File: config.mk
export PLATFORM = sky130hd
export DESIGN_NAME = prbs_gen
export DESIGN_NICKNAME = d
export VERILOG_FILES = /design/src/rtl/prbs_pkg.sv /design/src/rtl/prbs_lfsr.sv /design/src/rtl/prbs_gen.sv
export SDC_FILE = /design/constraint.sdc
export NUM_CORES = 1
export LEC_CHECK = 0
export ABC_AREA = 1
export CAP_MARGIN = 20
export CORE_AREA = 2 2 85 63
export DETAILED_ROUTE_END_ITERATION = 10
export DIE_AREA = 0 0 87 65
export GPL_ROUTABILITY_DRIVEN = 0
export GPL_TIMING_DRIVEN = 0
export PLACE_DENSITY = 0.85
export SLEW_MARGIN = 0
export SYNTH_ARGS = -nofsm -noshare
export SYNTH_HDL_FRONTEND = slang
export SYNTH_SLANG_ARGS = --single-unit
File: constraint.sdc
create_clock -name clk -period 1.4 [get_ports clk]
set_input_delay 0.14 -clock clk [delete_from_list [all_inputs] [get_ports clk]]
set_output_delay 0.14 -clock clk [all_outputs]
set_load 0.1 [all_outputs]
File: src/rtl/prbs_pkg.sv
// Shared constants, FSM state type and LFSR step function for the PRBS9 source.
package prbs_pkg;

  localparam int PRBS_LEN = 9;
  localparam int SEQ_LEN  = 511;
  localparam int TAP_HI   = 8;
  localparam int TAP_LO   = 4;

  localparam logic [PRBS_LEN-1:0] SEED_I = 9'h1AA;
  localparam logic [PRBS_LEN-1:0] SEED_Q = 9'h1FE;

  typedef enum logic [1:0] {
    IDLE,
    RUN,
    STOP
  } state_t;

  // Fibonacci step for x^9 + x^5 + 1: shift left, feed back tap8 ^ tap4.
  function automatic logic [PRBS_LEN-1:0] lfsr_next(input logic [PRBS_LEN-1:0] v);
    return {v[PRBS_LEN-2:0], v[TAP_HI] ^ v[TAP_LO]};
  endfunction

endpackage

File: src/rtl/prbs_lfsr.sv
// 9-bit PRBS9 shift register with seed load, step and all-zero lockup recovery.
module prbs_lfsr
  import prbs_pkg::*;
#(
  parameter logic [PRBS_LEN-1:0] SEED = SEED_I
) (
  input  logic                clk,
  input  logic                rst,
  input  logic                load,
  input  logic [PRBS_LEN-1:0] load_val,
  input  logic                step,
  output logic [PRBS_LEN-1:0] q
);

  always_ff @(posedge clk) begin
    if (rst) begin
      q <= SEED;
    end else if (load) begin
      // A zero seed would lock the register, so the default seed stands in.
      q <= (load_val == '0) ? SEED : load_val;
    end else if (q == '0) begin
      q <= SEED;
    end else if (step) begin
      q <= lfsr_next(q);
    end
  end

endmodule

File: src/rtl/prbs_gen.sv
// PRBS9 transmit source: one bit per enable strobe, period marking/counting, graceful stop.
// Optional feature: define PRBS_ERR_INJECT_EN to let err_inject invert the next emitted bit.
module prbs_gen
  import prbs_pkg::*;
#(
  parameter logic [PRBS_LEN-1:0] SEED  = SEED_I,
  parameter int                  CNT_W = 16
) (
  input  logic                clk,
  input  logic                rst,
  input  logic                run,
  input  logic                enable,
  input  logic                seed_load,
  input  logic [PRBS_LEN-1:0] seed_in,
  input  logic                err_inject,
  output logic                bit_out,
  output logic                bit_valid,
  output logic                seq_start,
  output logic [CNT_W-1:0]    period_cnt,
  output logic                busy
);

  localparam logic [PRBS_LEN-1:0] PHASE_LAST = PRBS_LEN'(SEQ_LEN - 1);

  state_t              state;
  logic [PRBS_LEN-1:0] lfsr;
  logic [PRBS_LEN-1:0] phase;
  logic                active;
  logic                emit;
  logic                inj;

  assign active = (state != IDLE);
  assign busy   = active;
  assign emit   = active && enable && !seed_load;

  prbs_lfsr #(
    .SEED(SEED)
  ) u_lfsr (
    .clk     (clk),
    .rst     (rst),
    .load    (seed_load),
    .load_val(seed_in),
    .step    (emit),
    .q       (lfsr)
  );

`ifdef PRBS_ERR_INJECT_EN
  logic inj_flag;

  // Sticky request; a pulse coinciding with an emission corrupts that emission.
  always_ff @(posedge clk) begin
    if (rst || seed_load) begin
      inj_flag <= 1'b0;
    end else if (emit) begin
      inj_flag <= 1'b0;
    end else if (err_inject) begin
      inj_flag <= 1'b1;
    end
  end

  assign inj = inj_flag | err_inject;
`else
  logic unused_err_inject;
  assign unused_err_inject = err_inject;
  assign inj               = 1'b0;
`endif

  always_ff @(posedge clk) begin
    if (rst) begin
      state      <= IDLE;
      phase      <= '0;
      period_cnt <= '0;
      bit_out    <= 1'b0;
      bit_valid  <= 1'b0;
      seq_start  <= 1'b0;
    end else begin
      bit_valid <= 1'b0;
      seq_start <= 1'b0;
      if (seed_load) begin
        phase      <= '0;
        period_cnt <= '0;
      end else begin
        if (emit) begin
          bit_valid <= 1'b1;
          bit_out   <= lfsr[TAP_HI] ^ inj;
          seq_start <= (phase == '0);
          if (phase == PHASE_LAST) begin
            phase <= '0;
            if (period_cnt != '1) period_cnt <= period_cnt + 1'b1;
          end else begin
            phase <= phase + 1'b1;
          end
        end
        // Stopping only completes on the last bit of a period, so restarts begin at phase 0.
        case (state)
          IDLE: if (run) state <= RUN;
          RUN:  if (!run) state <= STOP;
          STOP: begin
            if (run) state <= RUN;
            else if (emit && phase == PHASE_LAST) state <= IDLE;
          end
          default: state <= IDLE;
        endcase
      end
    end
  end

endmodule

==> reports/qor.yml, run 1 <==
hold_ws_ns: 0.489
period_needed_ns: 1.53
switching_share_pct: 29.0
leakage_nw: 1.34
p_seq_share_pct: 50.7
grt_use_total_pct: 25.7
internal-power_w: 0.00159
design_area_mm2: 0.00336
clk_pin_slew_worst_paths_ns: 0.08
wl_per_cell_um: 15.4
start_util_pct: 46.6
final_core_util_pct: 68.2
layout_common_cells: "nand2_1 (88), nor2_1 (48), inv_1 (29)"
hold_viol_final: 0
synth.avg_cell_area_um2: 6.52
drt_pre_antenna_iters: 5
grt_pass1_vias: 2476
setup_viol: 24
hp-class: "flip-flop to flip-flop"
rows: 22
synth_edf_count: 0
muxShareOfSynthArea_pct: 0
antenna_found_initial: 0
drt-initial-drc-count: 269
wl_mm: 7.44
startpoint_type: "flip-flop"
die_y_um: 65
clk_latency_ns: 0.30
synth_top_family_by_area: "simple AND/OR/NAND/NOR gates"
cpMostUsedCell: "buf_6"
crit_fanout: 6
cp_slowest_cell: "dfxtp_2"
place_ws_ns: -0.559
ant_nets: 0
synth-simple-area-share_pct: 44.0
crit_type: "flip-flop to flip-flop"
cts_tree: "built"
dp_hpwl_mm: 4.38
cts_hold_buffers: 0
die_area_mm2: 0.00566
grt-ovfl-total: 0
ys.flop_type: "dfxtp_1"
end_kind: "flip-flop"
io_buffer_count: 33
rsz0062_at_grt: "yes"
required_ns: 1.59
via_per_inst: 5.58
critPathMaxStageDelay_ns: 0.33
clk_path_buf_depth: 2
antennaDiodeCount: 0
area_delta_synth_final_pct: 46.4
status: "complete, but fails checks"
route.detailed.drc: 0
max_slew_margin_pct: 63.8
violations: "negative setup slack"
ios: 35
cts_sinks: 39
nets: 442
synth_xor_area_share_pct: 1.53
final_common_cell: "nand2_1"
cts_root_buffer: "clkbuf_8"
power_density_mw_per_mm2: 667
grt_max_degree: 12
ys_types: 31
comb_power_share_pct: 15.6
drive_above_1_share_pct: 35.6
vias: 2701
clkPwrFrac_pct: 33.7
path_cells: "inv_2 -> ha_4 -> nand2_4 -> nor2_4 -> nand2_4 -> nor2_8 -> buf_6 -> buf_6 -> nor2_4 -> buf_6 -> nand2_2 -> nor2_1"
tightest_slew_ns: 0.546
synthArstFlopShare_pct: 0
slew_viol_final: 0
skew_ns: 0.00969
die_w_um: 87
fin_ws_ns: -0.127
htreeDepth: 2
yosysWarnings: 0
ys_seq_area_share_pct: 34.0
peakVddDrop_mv: 0.311
synth-compound-area-share_pct: 10.8
syn_nets: 371
rrSetupSlack_ns: -0.13
timing.critical_path.arrival_ns: 1.72
grt_pass1_wl_mm: 11.4
max_freq_mhz: 655
cts_buffers: 5
synthesis.area_mm2: 0.00230
netlist_instances: 352
cap_viol_max_count: 0
synth_fa_ha_area_share_pct: 2.18
synth_seq_cells: 39
period_share_pct: 109
design.core.area_mm2: 0.00493
p_switching_w: 0.000652
place_area_mm2: 0.00281
==> cell type report <==
class | count | area [um2]
clock inverter | 1 | 5.00
fill | 364 | 1570
buffer | 4 | 41.3
clock buffer | 7 | 76.3
timing repair buffer | 64 | 571
sequential | 39 | 858
tap | 60 | 75.1
inverter | 38 | 143
multi-input combinational | 271 | 1590
==> cell usage after synthesis, types with 3 or more instances <==
cell        n  area, um2
buf_2       3       15.0
nand2_2     8       50.1
nand4_1     7       43.8
nand3_1    25        125
nand2_1   101        379
nor2_1     56        210
inv_2       4       15.0
dfxtp_1    39        781
xnor2_1     3       26.3
a21oi_1    17       85.1
nor3_1      4       20.0
inv_1      33        124
ha_1        4       50.1
nor2_4      4       45.0
nand3b_1    6       45.0
a21oi_2     5       43.8
o21ai_0    15       75.1
==> per-layer routing <==
layer | global-route usage, % | wire length, um | up-vias
li1 | - | - | 1280
met1 | 34.2 | 3140 | 1274
met2 | 40.8 | 3540 | 118
met3 | 4.84 | 510 | 29
met4 | 10.5 | 244 | 0
met5 | 0 | 0 | -
==> registers in the layout, indices dropped and copies added (netlist names) <==
| name | flops |
|---|---|
| phase | 9 |
| seq_start | 1 |
| bit_valid | 1 |
| state | 2 |
| u_lfsr.q | 9 |
| bit_out | 1 |
| period_cnt | 16 |
==> stage by stage <==
step	total power (W)	setup TNS (ns)	cells
2_1_floorplan	0.00136	-3.40	352
3_3_place_gp	0.00145	-18.10	445
3_5_place_dp	0.00145	-19.11	445
4_1_cts	0.00221	-0.751	475
5_1_grt	0.00236	-3.56	484
6_report	0.00224	-1.52	484
==> critical path: cells and delay by family (launching register included) <==
| kind | cells | cell delay (ns) |
|---|---|---|
| DFF | 1 | 0.33 |
| adders and majority gates | 1 | 0.14 |
| buffers and inverters | 4 | 0.40 |
| and+or+nand+nor | 7 | 0.55 |
==> logic make-up (layout without fill, tap and decap cells) <==
kind of cell | after synthesis | after routing
AND/OR/NAND/NOR | 220 | 220
AO/OA/AOI/OAI | 43 | 43
buffers and inverters | 42 | 114
flip-flops | 39 | 39
adder cells (fa/ha/maj) | 4 | 4
XOR/XNOR | 4 | 4
==> power by group through the flow <==
stage | clock network, W | logic, W | registers, W
2_1_floorplan | 0 | 0.000180 | 0.00118
3_3_place_gp | 0 | 0.000287 | 0.00116
3_5_place_dp | 0 | 0.000294 | 0.00116
4_1_cts | 0.000760 | 0.000311 | 0.00114
5_1_grt | 0.000837 | 0.000381 | 0.00114
6_report | 0.000757 | 0.000350 | 0.00114
==> worst paths after layout <==
path                            startpoint  cells after the start        to
worst max-delay path              phase[0]                     12  phase[3]
worst min-delay path              phase[6]                      2  phase[6]
worst max register to register    phase[0]                     12  phase[3]
worst min register to register    phase[6]                      2  phase[6]
==> what timing repair did <==
item / CTS / global route
cloned: 1 / 0
resized for setup: 113 / 50
setup buffers: 21 / 9
endpoints found under the hold margin: 0 / 0
setup endpoints to repair: 56 / 48
pin swaps: 17 / 10
No activity file was read; power rests on OpenSTA's default activity.
==> run 2: changes to the inputs <==
--- a/config.mk
+++ b/config.mk
@@ -10,7 +10,7 @@
 export CORE_AREA = 2 2 85 63
 export DETAILED_ROUTE_END_ITERATION = 10
 export DIE_AREA = 0 0 87 65
-export GPL_ROUTABILITY_DRIVEN = 0
+export GPL_ROUTABILITY_DRIVEN = 1
 export GPL_TIMING_DRIVEN = 0
 export PLACE_DENSITY = 0.85
 export SLEW_MARGIN = 0
==> results of run 2 <==
Final layout, timing and power as in run 1 (identical DEF).
==> run 3: changes to the inputs <==
--- a/config.mk
+++ b/config.mk
@@ -7,13 +7,14 @@
 export LEC_CHECK = 0
 export ABC_AREA = 1
 export CAP_MARGIN = 20
-export CORE_AREA = 2 2 85 63
+export CORE_AREA = 2 2 88 65
 export DETAILED_ROUTE_END_ITERATION = 10
-export DIE_AREA = 0 0 87 65
+export DIE_AREA = 0 0 90 67
 export GPL_ROUTABILITY_DRIVEN = 1
 export GPL_TIMING_DRIVEN = 0
-export PLACE_DENSITY = 0.85
+export PLACE_DENSITY = 0.84
 export SLEW_MARGIN = 0
 export SYNTH_ARGS = -nofsm -noshare
 export SYNTH_HDL_FRONTEND = slang
+export SYNTH_HIERARCHICAL = 1
 export SYNTH_SLANG_ARGS = --single-unit
==> run 3 against run 2 <==
The run still ends with negative setup slack left. Via count is 4.1% higher. Core utilization decreased by 0.12 points. Clock skew grew 0.0038 ns. Setup slack got worse by 0.013 ns. Non-clock buffer count shrank 2. Critical path depth is 3 lower. Die area rose by 6.6%. Power up 3.9%. Register-to-register slack barely moved. Final cell count is 5.8% higher. Combinational power grew 8.0%.
==> reports/qor.yml, run 3 <==
cts_buffers: 5  # unchanged
wl_per_cell_um: 15.1  # -1.8%
max_freq_mhz: 649  # -0.82%
ys.flop_type: "dfxtp_1"
max_slew_margin_pct: 63.7  # about the same
antennaDiodeCount: 0  # unchanged
synth_seq_cells: 39  # unchanged
final_common_cell: "nand2_1"
clk_latency_ns: 0.31  # about the same
timing.critical_path.arrival_ns: 1.77  # +0.05 ns
place_congestion: 0.921
setup_viol: 21  # -13%
synthArstFlopShare_pct: 0  # unchanged
io_buffer_count: 33  # unchanged
clk_path_buf_depth: 2  # unchanged
synthesis.area_mm2: 0.00246  # +7.2%
area_delta_synth_final_pct: 41.6
violations: "negative setup slack"
final_core_util_pct: 68.1  # -0.12 points
grt_pass1_vias: 2689  # +8.6%
crit_fanout: 5  # -1
synth_most_common_cell: "nand2_1"
fin_cells: 512  # +5.8%
ys_seq_area_share_pct: 31.7  # -2.3 points
largest_reg_flops: 16  # unchanged
synth_edf_count: 0  # unchanged
hp-class: "input port to flip-flop"
leakage_nw: 1.49  # +12%
vias: 2813  # +4.1%
period_needed_ns: 1.54  # +0.0126 ns
synth_top_area_share_pct: 31.7  # -2.3 points
layout_common_cells: "nand2_1 (84), inv_1 (41), nand2_2 (35)"
crit_type: "flip-flop to flip-flop"
wl_mm: 7.73  # +3.9%
fillerInstances: 390  # +7.1%
grt-ovfl-total: 0  # unchanged
htreeDepth: 2  # unchanged
netlist_instances: 372  # +5.7%
ys_types: 32  # +3.2%
finalSetupTns_ns: -1.44  # +0.0787 ns
cts_root_buffer: "clkbuf_8"
clk_pin_slew_worst_paths_ns: 0.08  # about the same
nets: 458  # +3.6%
syn_nets: 391  # +5.4%
tightest_slew_ns: 0.546  # +0.000670 ns
via_per_inst: 5.49  # -1.5%
hold_ws_ns: 0.354  # -0.135 ns
design.core.area_mm2: 0.00512  # +3.9%
total_power_w: 0.00233  # +3.9%
ios: 35  # unchanged
die_area_mm2: 0.00603  # +6.6%
start_util_pct: 48.1  # +1.5 points
synth.avg_cell_area_um2: 6.62  # +1.5%
grt_pass1_wl_mm: 12.2  # +6.7%
peakVddDrop_mv: 0.503  # +62%
hold_viol_final: 0  # unchanged
rows: 22  # unchanged
yosys.area.top_type: "dfxtp_1"
dp_cells: 477  # +7.2%
largest_registers: "period_cnt (16), phase (9), u_lfsr/q (9)"
dp_hpwl_mm: 4.42  # +1.1%
die_y_um: 67  # +3.1%
fin_ws_ns: -0.140  # -0.0126 ns
slew_viol_final: 0  # unchanged
end_kind: "flip-flop"
cap_viol_max_count: 0  # unchanged
drt_pre_antenna_iters: 5  # unchanged
skew_ns: 0.0135  # +0.00380 ns
largest-register: "period_cnt"
grt_use_total_pct: 25.4  # -0.34 points
ant_nets: 0  # unchanged
antenna_found_initial: 0  # unchanged
yosysWarnings: 6  # +6
drt-initial-drc-count: 217  # -19%
required_ns: 1.63  # +0.04 ns
status: "complete, but fails checks"
period_share_pct: 110  # +0.90 points
synth_area_leaders: "dfxtp_1 (32%), nand2_1 (16%), inv_1 (7.0%), nand3_1 (6.9%), nor2_1 (5.9%)"
cts_tree: "built"
die_w_um: 90  # +3.4%
netlist_top_cells_count: "nand2_1 (107), inv_1 (46), dfxtp_1 (39), nor2_1 (39), nand3_1 (34)"
grt_max_degree: 13  # +1
route.detailed.drc: 0  # unchanged
drive_above_1_share_pct: 40.5  # +4.8 points
power_density_mw_per_mm2: 668  # +0.15%
startpoint_type: "flip-flop"
rsz0062_at_grt: "yes"
cts_sinks: 39  # unchanged
-- run 3: cell count changes after synthesis, sizes merged, moves of 2 or more --
cell / previous run / this run
nor2: 63 / 46
nand2: 111 / 125
nand3: 27 / 41
inv: 37 / 48
o21ai: 15 / 7
nand3b: 6 / 0
a21oi: 22 / 26
or2: 0 / 3
xor2: 1 / 4
buf: 4 / 6
o211ai: 2 / 0
-- run 3: kinds of logic after synthesis --
logic type / after synthesis / synth area share [%]
AND/OR/NAND/NOR: 230 / 45.1
flip-flops: 39 / 31.7
AO/OA/AOI/OAI: 35 / 8.64
adder cells (fa/ha/maj): 4 / 2.03
XOR/XNOR: 8 / 2.85
buffers and inverters: 56 / 9.65
-- run 3: area by class of cell --
cell class	count	area (um2)	area share, %
Multi-Input combinational cell	277	1680	48.0
Sequential cell	39	855	24.5
Timing Repair Buffer	60	523	15.0
Inverter	50	195	5.60
Tap cell	72	90.1	2.58
Clock buffer	7	86.3	2.48
Buffer	6	57.6	1.65
Clock inverter	1	5.00	0.144
-- run 3: repair_timing --
action,in CTS,in global routing
endpoints found under the setup margin,56,51
pin swaps,22,16
gates cloned,2,0
buffers inserted,22,4
gates resized for setup,109,63
hold buffers,0,0
-- run 3: report_power, final --
group          internal, W  switching [W]  total, W
combinational     0.000150       0.000228  0.000378
sequential         0.00110      0.0000272   0.00113
clock             0.000398       0.000422  0.000820
-- run 3: final timing paths --
check	end	cells after the start	slack (ns)	from
setup / recovery	phase[8]	9	-0.14	state[1]
hold / removal	state[1]	4	0.35	seed_load
setup reg to reg	phase[8]	9	-0.14	state[1]
hold reg to reg	bit_out	2	0.49	bit_out
-- run 3: critical path, cell delays in order, from the launching register on --
cell,delay (ns)
dfxtp_4,0.38
nor2_4,0.05
buf_6,0.11
nor3_4,0.19
buf_4,0.16
buf_6,0.10
nand3_4,0.10
o21ai_1,0.16
nand2_1,0.09
nor2_1,0.12
-- run 3: layer usage --
layer	up-vias	track usage (%)	wire (um)
met3	43	6.22	544
met5	-	0	0
met4	0	13.8	308
met1	1305	29.5	3120
li1	1317	-	-
met2	148	44.0	3760
-- run 3: metrics by stage --
| step | instance area [um2] | worst slack [ns] |
|---|---|---|
| detailed placement | 2990 | -0.653 |
| global placement | 2990 | -0.625 |
| floorplan | 2570 | -0.171 |
| CTS | 3430 | -0.0792 |
| global route | 3490 | -0.198 |
| finish | 3490 | -0.140 |
